## config.mk

```make
export PLATFORM = sky130hd
export DESIGN_NAME = fifo_wr_arbiter
export DESIGN_NICKNAME = d
export VERILOG_FILES = /design/src/rtl/fifo_wr_arbiter.sv
export SDC_FILE = /design/constraint.sdc
export NUM_CORES = 1
export LEC_CHECK = 0
export ABC_AREA = 1
export BUFFER_PORTS_ARGS = -buffer_cell sky130_fd_sc_hd__buf_2
export CORE_MARGIN = 4
export CORE_UTILIZATION = 53
export DETAILED_ROUTE_END_ITERATION = 6
export PLACE_DENSITY = 0.89
export SLEW_MARGIN = 20
export SYNTH_ARGS = -nofsm -noshare
export SYNTH_HDL_FRONTEND = slang
export SYNTH_SLANG_ARGS = --single-unit
```

## constraint.sdc

```tcl
create_clock -name clk_main_a0 -period 4.3 [get_ports clk_main_a0]
set_input_delay 1.075 -clock clk_main_a0 [delete_from_list [all_inputs] [get_ports clk_main_a0]]
set_output_delay 1.075 -clock clk_main_a0 [all_outputs]
set_load 0.01 [all_outputs]
```

## src/rtl/fifo_wr_arbiter.sv

```systemverilog
// fifo_wr_arbiter: round-robin, packet-locked arbiter for the single write port of the
// CL-to-kernel FIFO. One requester is granted at a time and keeps the grant until its
// last beat is accepted. Beats are only accepted while the FIFO has room, so a write is
// never issued to a full FIFO. The FIFO write strobe and data are registered.
//
// Ports:
//   clk_main_a0      main clock
//   rst_main_n_sync  asynchronous active-low reset
//   req_valid/last   per-requester beat valid / last beat of packet
//   req_data         per-requester data, requester i at [i*DATA_W +: DATA_W]
//   req_ready        per-requester beat accepted this cycle (combinational)
//   fifo_size        current FIFO occupancy
//   fifo_wr/din      registered FIFO write strobe / data
//   grant_id         current or most recent granted requester
//   busy             high while a packet is locked
//   pkt_count        completed packets across all requesters (wraps)
module fifo_wr_arbiter #(
  parameter int unsigned N_REQ      = 2,
  parameter int unsigned DATA_W     = 32,
  parameter int unsigned FIFO_DEPTH = 16,
  parameter int unsigned SIZE_W     = 8
) (
  input  logic                    clk_main_a0,
  input  logic                    rst_main_n_sync,
  input  logic [N_REQ-1:0]        req_valid,
  input  logic [N_REQ-1:0]        req_last,
  input  logic [N_REQ*DATA_W-1:0] req_data,
  output logic [N_REQ-1:0]        req_ready,
  input  logic [SIZE_W-1:0]       fifo_size,
  output logic                    fifo_wr,
  output logic [DATA_W-1:0]       fifo_din,
  output logic [2:0]              grant_id,
  output logic                    busy,
  output logic [15:0]             pkt_count
);

  typedef enum logic [0:0] {StIdle, StLock} state_e;

  state_e              state_q, state_d;
  logic [2:0]          ptr_q, ptr_d;
  logic [2:0]          grant_q, grant_d;
  logic                fifo_wr_q, fifo_wr_d;
  logic [DATA_W-1:0]   fifo_din_q, fifo_din_d;
  logic [15:0]         pkt_count_q, pkt_count_d;

  logic [SIZE_W:0]     occ;
  logic                space;
  logic                pick_valid;
  logic [2:0]          pick_id;
  logic                accept;
  logic                acc_last;
  logic [DATA_W-1:0]   acc_data;

  // fifo_size lags fifo_wr by one cycle, so count the write still in flight.
  assign occ   = {1'b0, fifo_size} + {{SIZE_W{1'b0}}, fifo_wr_q};
  assign space = occ < (SIZE_W+1)'(FIFO_DEPTH);

  // Round-robin pick: first valid requester after the pointer, wrapping.
  always_comb begin
    pick_valid = 1'b0;
    pick_id    = ptr_q;
    for (int k = 1; k <= int'(N_REQ); k++) begin
      for (int j = 0; j < int'(N_REQ); j++) begin
        if (!pick_valid && req_valid[j] && (((int'(ptr_q) + k) % int'(N_REQ)) == j)) begin
          pick_valid = 1'b1;
          pick_id    = 3'(j);
        end
      end
    end
  end

  // Only the locked requester can be accepted, and only while the FIFO has room.
  always_comb begin
    req_ready = '0;
    accept    = 1'b0;
    acc_last  = 1'b0;
    acc_data  = '0;
    for (int i = 0; i < int'(N_REQ); i++) begin
      if (state_q == StLock && grant_q == 3'(i)) begin
        req_ready[i] = req_valid[i] & space;
        accept       = req_valid[i] & space;
        acc_last     = req_last[i];
        acc_data     = req_data[i*DATA_W +: DATA_W];
      end
    end
  end

  always_comb begin
    state_d     = state_q;
    ptr_d       = ptr_q;
    grant_d     = grant_q;
    pkt_count_d = pkt_count_q;
    fifo_wr_d   = accept;
    fifo_din_d  = accept ? acc_data : fifo_din_q;
    unique case (state_q)
      StIdle: begin
        if (pick_valid) begin
          grant_d = pick_id;
          state_d = StLock;
        end
      end
      StLock: begin
        if (accept && acc_last) begin
          state_d     = StIdle;
          ptr_d       = grant_q;
          pkt_count_d = pkt_count_q + 16'd1;
        end
      end
      default: state_d = StIdle;
    endcase
  end

  always_ff @(posedge clk_main_a0 or negedge rst_main_n_sync) begin
    if (!rst_main_n_sync) begin
      state_q     <= StIdle;
      ptr_q       <= 3'(N_REQ - 1);
      grant_q     <= '0;
      fifo_wr_q   <= 1'b0;
      fifo_din_q  <= '0;
      pkt_count_q <= '0;
    end else begin
      state_q     <= state_d;
      ptr_q       <= ptr_d;
      grant_q     <= grant_d;
      fifo_wr_q   <= fifo_wr_d;
      fifo_din_q  <= fifo_din_d;
      pkt_count_q <= pkt_count_d;
    end
  end

  assign fifo_wr   = fifo_wr_q;
  assign fifo_din  = fifo_din_q;
  assign grant_id  = grant_q;
  assign busy      = (state_q == StLock);
  assign pkt_count = pkt_count_q;

endmodule

```

==> flow_summary.ini <==
[worst_setup_path]
cp.arrival_ns = 1.86
critPathTopFamily = simple AND/OR/NAND/NOR gates
startpoint_type = flip-flop
cp.depth = 6
path_max_fanout = 35
reg2reg_depth = 8
crit_type = flip-flop to primary output
crit_buf_inv = 3
end_kind = primary output
cpPeakStageDelay_ns = 0.60
crit_required_ns = 3.22
worst_path_max_delay_cell = nor2_4
path_cells = inv_1 -> nand3_2 -> nor2_4 -> nand3_2 -> inv_1 -> buf_2

[cts]
cts_tree = done
clock_path_buffers = 2
cts-root-buf = clkbuf_8
worstSkewPairLatency_ns = 0.30
hold_buffers = 0
clock_sinks = 54
postCtsSetupRepairBufs = 0
cts-buffers-inserted = 5
post_cts_resized = 0
clkSlewWorstSetupHoldPaths_ns = 0.09
htreeDepth = 2

[synthesis]
avgSynthCellArea_sq_um = 6.681
synthTopCellsByCount = nand2_1, inv_1, dfrtp_1, nand3b_1, nand3_1
yosysMostFrequentCell = nand2_1
synth_edf_count = 0
async_flop_share_pct = 100.0
yosysTopAreaCell = dfrtp_1
syn_area_sq_um = 3287
synthCells = 492
yosysWarnings = 0
synth.area.top_cells = dfrtp_1, nand2_1, inv_1, nand3b_1, nand3_1
syn-num-nets = 571
synth-seq-cells = 54
yosysSeqAreaShare_pct = 41.15
yosysUniqueCellTypes = 22
yosysTopAreaCellShare_pct = 40.35
synthFlopType = dfrtp_1

[timing]
worst_slack_ns = 1.368
finalSetupTns_ns = 0
timing.final.crit_share_pct = 68.19
rsz0062_at_grt = no
fmax_mhz = 341.0
slew-limit-headroom_pct = 49.63
finalCriticalPeriod_ns = 2.932
fin_hold_ws_ns = 0.4768
worst_slew_pin_slew_ns = 0.7538
setup_viol = 0
hold_violations = 0
drv_slew = 0
fin_skew_ns = 0.003402

[route]
drtAntennaViolNets = 0
wire_per_inst_microns = 11.95
detail_route.wirelength_mm = 8.255
first_pass_iters = 5
drt_iter0_markers = 139
routed_via_density = 4.890
drcViolationCount = 0
vias = 3379

[power]
power_mw = 2.067
leakagePower_nw = 2.484
peakVddDrop_mv = 0.3176
power.density_nw_per_um2 = 510.9

[global_routing]
overflow = 0
antenna_found_initial = 0
grt_first_pass_wirelength_mm = 13.74
first_global_vias = 3206
track_usage_pct = 22.63
grt_max_degree = 50

[layout]
final_cell_count_no_fill = 691
drive_gt1_share_pct = 24.68
area_delta_synth_final_pct = 23.11
nets = 694
insertedDiodeCount = 0
final_util_pct = 67.94
final_area_sq_um = 4046
fill_cells = 518

[placement]
place_hpwl_mm = 6.097
gp_congestion = 0.8302
preCtsSetupSlack_ns = 1.381
place_inst = 683
placed_area_sq_um = 3964
port_buffers = 132

[run]
cap_violations = 0

[die]
dieArea_sq_um = 7526
initial_core_util_pct = 55.19
core_area_sq_um = 5956
io-pin-count = 133
row_count = 28
die_h_microns = 86.75
die_w_microns = 86.75

[status]
outcome = finished, final reports clean

[min_path]
min_path_cells = 2
hp-class = flip-flop to flip-flop
-- cell usage in the layout, fill, tap and decap left out, types with 2 or more instances in the layout --
cell / count
buf_2: 131
buf_4: 4
clkbuf_1: 3
clkbuf_8: 5
dfrtp_1: 53
inv_1: 78
inv_2: 2
nand2_1: 234
nand2_2: 2
nand3_1: 26
nand3_2: 3
nand3b_1: 32
nand4_1: 4
nor2_1: 21
nor2_4: 2
o21ai_0: 5
xnor2_1: 3
xor2_1: 4
-- cell families (layout without fill, tap and decap cells) --
kind of cell | after synthesis | in the layout | synth area share, %
xor gates and xnor gates | 7 | 7 | 1.865
and+or+nand+nor | 326 | 326 | 43.66
AOI/OAI and AO/OA | 5 | 5 | 0.7612
adders and majority gates | 1 | 1 | 0.3806
buffers and inverters | 99 | 223 | 12.18
DFF | 54 | 54 | 41.15
-- sequential cells by signal (all words and copies together), names as in the netlist --
register	cells
busy	1
grant_id	3
ptr_q	1
pkt_count	16
fifo_din	32
fifo_wr	1
-- worst paths after layout --
| kind | startpoint | endpoint | slack, ns |
|---|---|---|---|
| min in group asynchronous | rst_main_n_sync | pkt_count[15] | 0.78 |
| worst max-delay path | grant_id[1] | req_ready[1] | 1.37 |
| max in group asynchronous | rst_main_n_sync | fifo_din[5] | 2.98 |
| worst min-delay path | ptr_q[0] | ptr_q[0] | 0.48 |
| worst max register to register | grant_id[1] | pkt_count[0] | 1.77 |
| worst min register to register | ptr_q[0] | ptr_q[0] | 0.48 |
-- tightest hold or removal path, delay by kind of cell (launching register included) --
kind / cells / cell delay [ns]
flops: 1 / 0.38
simple gates: 2 / 0.10
-- power breakdown --
group	total, mW	leakage (nW)	switching [mW]	internal [mW]
registers	0.795	0.668	0.110	0.686
logic	1.00	1.78	0.607	0.396
clock network	0.269	0.0395	0.153	0.116
total	2.07	2.48	0.870	1.20
-- final cells by class --
class / count / area, sq um / area share [%]
Inverter: 80 / 300.3 / 7.421
Timing Repair Buffer: 135 / 685.7 / 16.94
Tap cell: 75 / 93.84 / 2.319
Sequential cell: 54 / 1353 / 33.43
Clock buffer: 8 / 80.08 / 1.979
Multi-Input combinational cell: 339 / 1534 / 37.91
-- per-layer routing --
metal	GRT usage, %	share of wire, %	vias to the layer above
met3	3.232	7.6	15
li1	-	-	1705
met2	39.50	49	124
met5	0	0	-
met4	8.357	1.5	0
met1	28.39	41	1535
No activity file was read; power rests on OpenSTA's default activity.
